File: config.mk
export PLATFORM = sky130hd
export DESIGN_NAME = hc_gate_array_flat
export DESIGN_NICKNAME = d
export VERILOG_FILES = /design/src/rtl/hc_gate_array_pkg.sv /design/src/rtl/hc_gate_array_if.sv /design/src/rtl/hc_gate_array_chan.sv /design/src/rtl/hc_gate_array.sv /design/src/flat_wrapper.sv
export SDC_FILE = /design/constraint.sdc
export NUM_CORES = 1
export LEC_CHECK = 0
export BUFFER_PORTS_ARGS = -buffer_cell sky130_fd_sc_hd__buf_4
export CORE_MARGIN = 10
export CORE_UTILIZATION = 50
export DETAILED_ROUTE_END_ITERATION = 7
export HOLD_SLACK_MARGIN = 0.03
export PLACE_DENSITY = 0.71
export REMOVE_ABC_BUFFERS = 1
export SYNTH_ARGS = -nofsm -noshare
export SYNTH_HDL_FRONTEND = slang
export SYNTH_SLANG_ARGS = --single-unit
File: constraint.sdc
create_clock -name clk -period 2.7 [get_ports clk]
set_clock_uncertainty 0.15 [all_clocks]
set_input_delay 0.135 -clock clk [delete_from_list [all_inputs] [get_ports clk]]
set_output_delay 0.135 -clock clk [all_outputs]
set_load 0.01 [all_outputs]
File: src/rtl/hc_gate_array_pkg.sv
// rtl/hc_gate_array_pkg.sv - function codes and gate evaluation helpers
//
// Shared definitions for the configurable gate array:
//   hc_func_e    3-bit function code held per channel (HC_NOR..HC_INV)
//   cfg_state_e  state of the config write handshake
//   gate_eval()  combinational result of one 2-input gate for a given code
//   reset_y()    output value a channel shows while its inputs are all 0
//   chan_w()     width of the channel-select field for a given channel count
package hc_gate_array_pkg;

  localparam int FUNC_W = 3;

  typedef enum logic [FUNC_W-1:0] {
    HC_NOR  = 3'd0,
    HC_NAND = 3'd1,
    HC_AND  = 3'd2,
    HC_OR   = 3'd3,
    HC_XOR  = 3'd4,
    HC_XNOR = 3'd5,
    HC_BUF  = 3'd6,
    HC_INV  = 3'd7
  } hc_func_e;

  typedef enum logic {
    CFG_IDLE = 1'b0,
    CFG_BUSY = 1'b1
  } cfg_state_e;

  // BUF and INV look at A only; B is ignored for those codes.
  function automatic logic gate_eval(hc_func_e f, logic a, logic b);
    logic r;
    r = ~(a | b);
    case (f)
      HC_NOR:  r = ~(a | b);
      HC_NAND: r = ~(a & b);
      HC_AND:  r = a & b;
      HC_OR:   r = a | b;
      HC_XOR:  r = a ^ b;
      HC_XNOR: r = ~(a ^ b);
      HC_BUF:  r = a;
      HC_INV:  r = ~a;
    endcase
    return r;
  endfunction

  // Synchronisers clear to 0 at reset, so Y must start at f(code,0,0)
  // to avoid a spurious transition right after reset release.
  function automatic logic reset_y(logic [FUNC_W-1:0] code);
    return gate_eval(hc_func_e'(code), 1'b0, 1'b0);
  endfunction

  function automatic int chan_w(int ch);
    return (ch > 1) ? $clog2(ch) : 1;
  endfunction

endpackage

File: src/rtl/hc_gate_array_if.sv
// rtl/hc_gate_array_if.sv - config write channel of the gate array
//
// Request/accept handshake used to change one channel's function code.
//   cfg_valid  master -> slave  write request, held until accepted
//   cfg_ready  slave -> master  request accepted on a cycle with valid && ready
//   cfg_chan   master -> slave  target channel, chan_w(CH) bits
//   cfg_func   master -> slave  new function code (hc_func_e encoding)
//   cfg_err    slave -> master  one-cycle pulse after a write to a channel >= CH
interface hc_gate_array_if #(
  parameter int CH = 4
);
  import hc_gate_array_pkg::*;

  localparam int CHAN_W = chan_w(CH);

  logic              cfg_valid;
  logic              cfg_ready;
  logic [CHAN_W-1:0] cfg_chan;
  logic [FUNC_W-1:0] cfg_func;
  logic              cfg_err;

  modport master (
    output cfg_valid, cfg_chan, cfg_func,
    input  cfg_ready, cfg_err
  );

  modport slave (
    input  cfg_valid, cfg_chan, cfg_func,
    output cfg_ready, cfg_err
  );

endinterface

File: src/rtl/hc_gate_array_chan.sv
// rtl/hc_gate_array_chan.sv - one gate channel: synchronisers, function reg, glitch filter
//
// Ports:
//   clk, rst_n  clock and asynchronous active-low reset
//   a, b        raw pad inputs, asynchronous to clk
//   cfg_we      one-cycle strobe: load cfg_func into this channel
//   cfg_func    function code to load
//   y           filtered, registered gate output
//
// The candidate result must differ from y for FILT_LEN consecutive edges
// before y follows it; any edge where they agree restarts the count.
module hc_gate_array_chan
  import hc_gate_array_pkg::*;
#(
  parameter int                SYNC_STAGES  = 2,
  parameter int                FILT_LEN     = 1,
  parameter logic [FUNC_W-1:0] DEFAULT_FUNC = 3'd0
) (
  input  logic              clk,
  input  logic              rst_n,
  input  logic              a,
  input  logic              b,
  input  logic              cfg_we,
  input  logic [FUNC_W-1:0] cfg_func,
  output logic              y
);

  localparam int               CNT_W    = $clog2(FILT_LEN + 1);
  localparam logic [CNT_W-1:0] CNT_LAST = CNT_W'(FILT_LEN - 1);

  logic [SYNC_STAGES-1:0] a_sync;
  logic [SYNC_STAGES-1:0] b_sync;
  hc_func_e               func;
  logic [CNT_W-1:0]       cnt;
  logic                   cand;

  assign cand = gate_eval(func, a_sync[SYNC_STAGES-1], b_sync[SYNC_STAGES-1]);

  always_ff @(posedge clk or negedge rst_n) begin
    if (!rst_n) begin
      a_sync <= '0;
      b_sync <= '0;
      func   <= hc_func_e'(DEFAULT_FUNC);
      cnt    <= '0;
      y      <= reset_y(DEFAULT_FUNC);
    end else begin
      a_sync <= {a_sync[SYNC_STAGES-2:0], a};
      b_sync <= {b_sync[SYNC_STAGES-2:0], b};

      // A function write restarts the filter: the candidate from the new
      // function must then survive a full FILT_LEN window on its own.
      if (cfg_we) begin
        func <= hc_func_e'(cfg_func);
        cnt  <= '0;
      end else if (cand == y) begin
        cnt <= '0;
      end else if (cnt == CNT_LAST) begin
        y   <= cand;
        cnt <= '0;
      end else begin
        cnt <= cnt + CNT_W'(1);
      end
    end
  end

endmodule

File: src/rtl/hc_gate_array.sv
// rtl/hc_gate_array.sv - array of CH configurable 2-input gates with glitch filters
//
// Ports:
//   clk, rst_n  clock and asynchronous active-low reset (released synchronously)
//   A, B        CH-bit raw gate inputs, asynchronous to clk
//   cfg         config write channel (slave side), see hc_gate_array_if
//   Y           CH-bit filtered, registered gate outputs
//
// Every channel powers up with DEFAULT_FUNC (NOR by default, matching a
// 74HC02). The top holds the config handshake: an accepted write to a valid
// channel costs one busy cycle; a write to a channel >= CH is acknowledged
// without a busy cycle, changes nothing and pulses cfg_err.
module hc_gate_array
  import hc_gate_array_pkg::*;
#(
  parameter int                CH           = 4,
  parameter int                SYNC_STAGES  = 2,
  parameter int                FILT_LEN     = 1,
  parameter logic [FUNC_W-1:0] DEFAULT_FUNC = 3'd0
) (
  input  logic          clk,
  input  logic          rst_n,
  input  logic [CH-1:0] A,
  input  logic [CH-1:0] B,
  hc_gate_array_if.slave cfg,
  output logic [CH-1:0] Y
);

  cfg_state_e    state;
  cfg_state_e    state_nxt;
  logic          accept;
  logic          chan_ok;
  logic          err_nxt;
  logic          err_q;
  logic [CH-1:0] chan_we;

  assign cfg.cfg_ready = (state == CFG_IDLE);
  assign cfg.cfg_err   = err_q;

  always_ff @(posedge clk or negedge rst_n) begin
    if (!rst_n) begin
      state <= CFG_IDLE;
      err_q <= 1'b0;
    end else begin
      state <= state_nxt;
      err_q <= err_nxt;
    end
  end

  // Channel number compared at 32 bits so a non-power-of-two CH leaves
  // the top codes of cfg_chan reachable and flagged as errors.
  always_comb begin
    state_nxt = state;
    err_nxt   = 1'b0;
    chan_we   = '0;
    accept    = cfg.cfg_valid && (state == CFG_IDLE);
    chan_ok   = (32'(cfg.cfg_chan) < 32'(CH));
    case (state)
      CFG_IDLE: begin
        if (accept) begin
          if (chan_ok) begin
            state_nxt = CFG_BUSY;
            for (int i = 0; i < CH; i++) begin
              chan_we[i] = (32'(cfg.cfg_chan) == 32'(i));
            end
          end else begin
            err_nxt = 1'b1;
          end
        end
      end
      CFG_BUSY: begin
        state_nxt = CFG_IDLE;
      end
      default: begin
        state_nxt = CFG_IDLE;
      end
    endcase
  end

  for (genvar g = 0; g < CH; g++) begin : g_chan
    hc_gate_array_chan #(
      .SYNC_STAGES  (SYNC_STAGES),
      .FILT_LEN     (FILT_LEN),
      .DEFAULT_FUNC (DEFAULT_FUNC)
    ) u_chan (
      .clk      (clk),
      .rst_n    (rst_n),
      .a        (A[g]),
      .b        (B[g]),
      .cfg_we   (chan_we[g]),
      .cfg_func (cfg.cfg_func),
      .y        (Y[g])
    );
  end

endmodule

File: src/flat_wrapper.sv
// flat-port wrapper written by rule: the top's interface ports become plain ports
module hc_gate_array_flat import hc_gate_array_pkg::*;
#(
  parameter int                CH           = 4,
  parameter int                SYNC_STAGES  = 2,
  parameter int                FILT_LEN     = 1,
  parameter logic [FUNC_W-1:0] DEFAULT_FUNC = 3'd0
)
  (clk, rst_n, A, B, Y, cfg_cfg_valid, cfg_cfg_chan, cfg_cfg_func, cfg_cfg_ready, cfg_cfg_err);
  hc_gate_array_if #(.CH(CH)) cfg_i ();
  input  logic clk;
  input  logic rst_n;
  input  logic [CH-1:0] A;
  input  logic [CH-1:0] B;
  output logic [CH-1:0] Y;
  input wire logic [$bits(cfg_i.cfg_valid)-1:0] cfg_cfg_valid;
  input wire logic [$bits(cfg_i.cfg_chan)-1:0] cfg_cfg_chan;
  input wire logic [$bits(cfg_i.cfg_func)-1:0] cfg_cfg_func;
  output wire logic [$bits(cfg_i.cfg_ready)-1:0] cfg_cfg_ready;
  output wire logic [$bits(cfg_i.cfg_err)-1:0] cfg_cfg_err;
  assign cfg_i.cfg_valid = cfg_cfg_valid;
  assign cfg_i.cfg_chan = cfg_cfg_chan;
  assign cfg_i.cfg_func = cfg_cfg_func;
  assign cfg_cfg_ready = cfg_i.cfg_ready;
  assign cfg_cfg_err = cfg_i.cfg_err;
  hc_gate_array #(.CH(CH), .SYNC_STAGES(SYNC_STAGES), .FILT_LEN(FILT_LEN), .DEFAULT_FUNC(DEFAULT_FUNC)) u_core (.clk(clk), .rst_n(rst_n), .A(A), .B(B), .cfg(cfg_i), .Y(Y));
endmodule
After elaboration in Yosys (flattened, before gate mapping) --
Cells that the tools add are included.
Word-level totals: bits in registers 37, output and inout bits 6
Operators by class: add/subtract/negate cells 4, equal/unequal tests 35, multiplexer cells 20, bitwise operators 41, reductions and logical operators 10
Operators with widths (count):
- 3-bit equality test, second input constant | 16
- 1-bit case mux with 8 select lines | 4
- 1-bit NOT | 29
- 3-bit by 2-bit equality test with 1-bit output, second input constant | 8
- 1-bit two-way mux | 13
- 3-bit by 1-bit equality test with 1-bit output, second input constant | 4
- 3-bit zero test | 4
- 3-bit AND reduction | 4
- 4-bit two-way mux | 2
- 1-bit adder, second input constant | 4
- 1-bit bitwise AND | 4
- 1-bit equality test | 4
- 2-bit equality test, second input constant | 2
- 1-bit bitwise OR | 4
- 1-bit XOR | 4
- 2-bit by 1-bit equality test with 1-bit output, second input constant | 1
- 2-bit zero test | 1
- 1-bit case mux with 2 select lines | 1
- 1-bit logical AND | 1

Depth between registers and ports, before layout --
depth in word-level cells 6, gate-level depth with buffers 6, gate-level depth less buffers 6

Modules after synthesis --
A second synthesis with hierarchy kept.
Unflattened totals: cell total of the unflattened synthesis 116, area total of the unflattened synthesis 1552.7 um^2
By module, submodules not included:
- hc_gate_array_chan (u_core.g_chan[1].u_chan ...) | times used 3, cells each 27, area an instance 367.9 um^2, sequential area each 201.4 um^2
- hc_gate_array_chan (u_core.g_chan[0].u_chan) | times used 1, cells each 26, area an instance 350.3 um^2, sequential area each 201.4 um^2
- hc_gate_array | times used 1, cells each 9, area an instance 98.8 um^2, sequential area each 25.0 um^2

Worst setup path after synthesis --
Ideal clock, no wire load.
path type reg2reg, start register u_core.g_chan[3].u_chan.a_sync[1], end register u_core.g_chan[3].u_chan.y, library setup time 0.077 ns, arrival 1.281 ns, data required time 2.473 ns, path slack 1.191 ns, cell stages (with the launch flop) 5, cell sequence dfrtp_1 -> ha_1 -> mux2_2 -> a211o_1 -> a31oi_1
Between the ends: longest elaborated chain between the ends 6
Ends and longest elaborated chain:
- start: declaration | line hc_gate_array_chan.sv:31 | logic [SYNC_STAGES-1:0] a_sync;
- start signal: assignment | line hc_gate_array_chan.sv:47 | a_sync <= {a_sync[SYNC_STAGES-2:0], a};
- 1-bit XOR, or another cell as far along | line hc_gate_array_pkg.sv:38, hc_gate_array_pkg.sv:39
- 1-bit NOT, on equally long branches | line hc_gate_array_pkg.sv:39, hc_gate_array_pkg.sv:34, hc_gate_array_pkg.sv:35
- 1-bit case mux with 8 select lines * | line hc_gate_array_pkg.sv:33 | case (f)
- 1-bit equality test | line hc_gate_array_chan.sv:55 | end else if (cand == y) begin
- 1-bit NOT (no line)
- 3-bit AND reduction (no line)
- end signal: assignment | line hc_gate_array_chan.sv:45 | y <= reset_y(DEFAULT_FUNC);
- end signal: assignment | line hc_gate_array_chan.sv:58 | y <= cand;
- end: declaration | line hc_gate_array_chan.sv:25 | output logic y
Mark *: on every way between the ends. The rest lies on a longest branch, timed or not. A chain may end at the register's enable or synchronous reset.

Worst setup path in the final report --
Ends and elaborated chain as after synthesis.

==> flow_metrics.py <==
metrics = {
    "status": {
        "status": "complete, no violations",
    },
    "route": {
        "routed-via-count": 920,
        "drtPass1Iterations": 3,
        "ant_nets": 0,
        "viasPerCell": 5.08,
        "wl_per_cell_um": 14.3,
        "drt_wl_total_mm": 2.59,
        "dr.first_iter.drc_count": 69,
        "drcViolationCount": 0,
    },
    "setup_path": {
        "critical_path_required_ns": 2.81,
        "cp_cell_sequence": "ha_1 > mux2_2 > a211o_1 > a31oi_1",
        "cp_num_buf_inv": 0,
        "worst_r2r_path_depth": 4,
        "worstSetupEndpointType": "flip-flop",
        "cp_slowest_cell": "dfrtp_1",
        "start_kind": "flip-flop",
        "r2r_start": "u_core.g_chan[3].u_chan.a_sync[1]",
        "max_stage_delay_ns": 0.38,
        "r2r_slack_ns": 1.08,
        "path_delay_family": "compound AO/OA/AOI/OAI gates",
        "r2r_end": "u_core.g_chan[3].u_chan.y",
        "path_class": "reg2reg",
        "arrival_ns": 1.73,
        "path_max_fanout": 3,
    },
    "yosys": {
        "synth_cell_types": 27,
        "synthesis.area_um2": 1480,
        "synth.avg_cell_area_um2": 13.2,
        "async_flop_share_pct": 100,
        "ys_ff_latch": 33,
        "ys_seq_area_share_pct": 56.2,
        "yosysTopAreaCellShare_pct": 49.1,
        "synth-xor-area-share_pct": 2.37,
        "synth_top_family_by_area": "multiplexers",
        "synth_fa_ha_area_share_pct": 6.77,
        "yosysTopAreaCell": "dfrtp_1",
        "yosys_warnings": 0,
        "synth_flop_cell": "dfrtp_1",
        "synthSimpleGateAreaFrac_pct": 8.04,
        "synthMuxAreaShare_pct": 14.4,
        "synth-compound-area-share_pct": 6.60,
        "synthCells": 112,
        "synth_edf_count": 0,
        "synth_area_leaders": "dfrtp_1, mux2_2, dfstp_2",
    },
    "clocking": {
        "cts_tree": "built",
        "clockBufferDepth": 2,
        "clkLatencyLatePin_ns": 0.33,
        "clock-sinks": 33,
        "cts_setup_buffers": 0,
        "hold_buffers": 15,
        "cts_root_buf": "clkbuf_4",
        "clkTransAtPathRegs_ns": 0.10,
        "cts-buffers-inserted": 5,
        "cts_resized": 0,
        "htree_levels": 2,
    },
    "floorplanning": {
        "rows": 19,
        "die_y_um": 74.4,
        "fp.dieW_um": 74.4,
        "dieArea_um2": 5530,
        "coreArea_um2": 2780,
        "ios": 22,
        "start_util_pct": 53.1,
    },
    "layout": {
        "multiInputGateArea_um2": 568,
        "layout_commonest_cell": "dfrtp_1",
        "final_cell_mix": "dfrtp_1, buf_4, dlygate4sd3_1",
        "synthToLayoutAreaGrowth_pct": 25.1,
        "num-nets-final": 173,
        "stdcell_count": 181,
        "antennaDiodeCount": 0,
        "seqCellArea_um2": 831,
        "drive_gt1_share_pct": 34.0,
        "stdcell_area_um2": 1850,
        "nFillCells": 221,
    },
    "sta": {
        "period_needed_ns": 1.62,
        "layout_worst_path_cycle_share_pct": 59.8,
        "tns_ns": 0,
        "max_freq_mhz": 619,
        "hold_slack_ns": 0.117,
        "setup_viol": 0,
        "hold_violations": 0,
        "grt_setup_unrepaired": "false",
        "maxSlewViolCount": 0,
    },
    "grt": {
        "grt_max_degree": 34,
        "antenna_found_initial": 0,
        "use_met1_pct": 10.6,
        "grt.total_usage_pct": 10.6,
        "use_met2_pct": 18.9,
        "gr-max-usage-layer": "met2",
        "grt_pass1_vias": 1052,
        "grt-ovfl-total": 0,
        "use_met3_pct": 4.65,
        "grt_pass1_wl_mm": 4.47,
    },
    "power_and_ir_drop": {
        "p_per_area_nw_per_um2": 668,
        "leakage_uw": 0.000880,
        "vdd_drop_max_uv": 511,
    },
    "place": {
        "dpl_cell_area_um2": 1630,
        "port_buffers": 20,
        "place_inst": 158,
        "gp_congestion": 0.760,
        "dp.final_hpwl_mm": 1.88,
    },
    "worst_hold_path": {
        "hold_path_class": "in2async",
    },
    "job": {
        "drv_cap": 0,
    },
}
-- power by group --
part	switching, uW	internal [uW]
sequential	64.4	588
combinational	105	169
clock	159	151
-- layout make-up --
type	instances	share of cell area [%]
repair buffers	35	16.2
flip-flops and latches	33	44.9
well taps	31	2.10
multi-input cells	63	30.7
clock buffers	7	3.52
inverters	11	2.23
clock inverters	1	0.271
-- state kept, by name, indices dropped and copies added, names as in the netlist --
signal	count
u_core.state	1
u_core.g_chan.u_chan.b_sync	8
u_core.g_chan.u_chan.y	4
u_core.g_chan.u_chan.a_sync	8
u_core.g_chan.u_chan.func	12
-- cell families after synthesis --
group / Yosys count
compound gates: 14
xor+xnor: 4
fa+ha+maj: 8
buf+inv: 16
flops: 33
mux: 19
other cells: 1
simple gates: 17
-- worst max-delay path by stage --
stage                                end  cells past startpoint                              start
4_1_cts        u_core.g_chan[3].u_chan.y                      4  u_core.g_chan[3].u_chan.a_sync[1]
2_1_floorplan  u_core.g_chan[3].u_chan.y                      4  u_core.g_chan[3].u_chan.a_sync[1]
3_5_place_dp   u_core.g_chan[3].u_chan.y                      4  u_core.g_chan[3].u_chan.a_sync[1]
6_report       u_core.g_chan[3].u_chan.y                      4  u_core.g_chan[3].u_chan.a_sync[1]
3_3_place_gp   u_core.g_chan[3].u_chan.y                      4  u_core.g_chan[3].u_chan.a_sync[1]
5_1_grt        u_core.g_chan[3].u_chan.y                      4  u_core.g_chan[3].u_chan.a_sync[1]
-- synthesized netlist by cell type, types with 2 or more instances --
| master | instances |
|---|---|
| nor2b_1 | 4 |
| dfstp_2 | 4 |
| dfrtp_1 | 29 |
| a211oi_1 | 3 |
| a31oi_1 | 2 |
| ha_1 | 8 |
| a211o_1 | 4 |
| nand2_1 | 3 |
| buf_4 | 5 |
| inv_1 | 11 |
| a21oi_1 | 3 |
| xnor2_1 | 4 |
| nor2_1 | 2 |
| mux2_2 | 14 |
| mux2i_1 | 4 |
-- per-stage QoR --
step / power (uW) / setup slack, ns / util, %
finish: 1240 / 1.08 / 66.5
floorplan: 817 / 1.19 / -
global route: 1320 / 0.997 / 66.5
CTS: 1260 / 1.08 / 66.5
global placement: 907 / 1.18 / 58.6
detailed placement: 924 / 1.10 / 58.6
-- metal layers --
layer | part of all wire [%] | wire (um)
met4 | 1.4 | 36
met5 | 0 | 0
met1 | 40 | 1040
met2 | 52 | 1340
met3 | 6.7 | 173
Note: power is estimated with default switching activity, not from simulation.
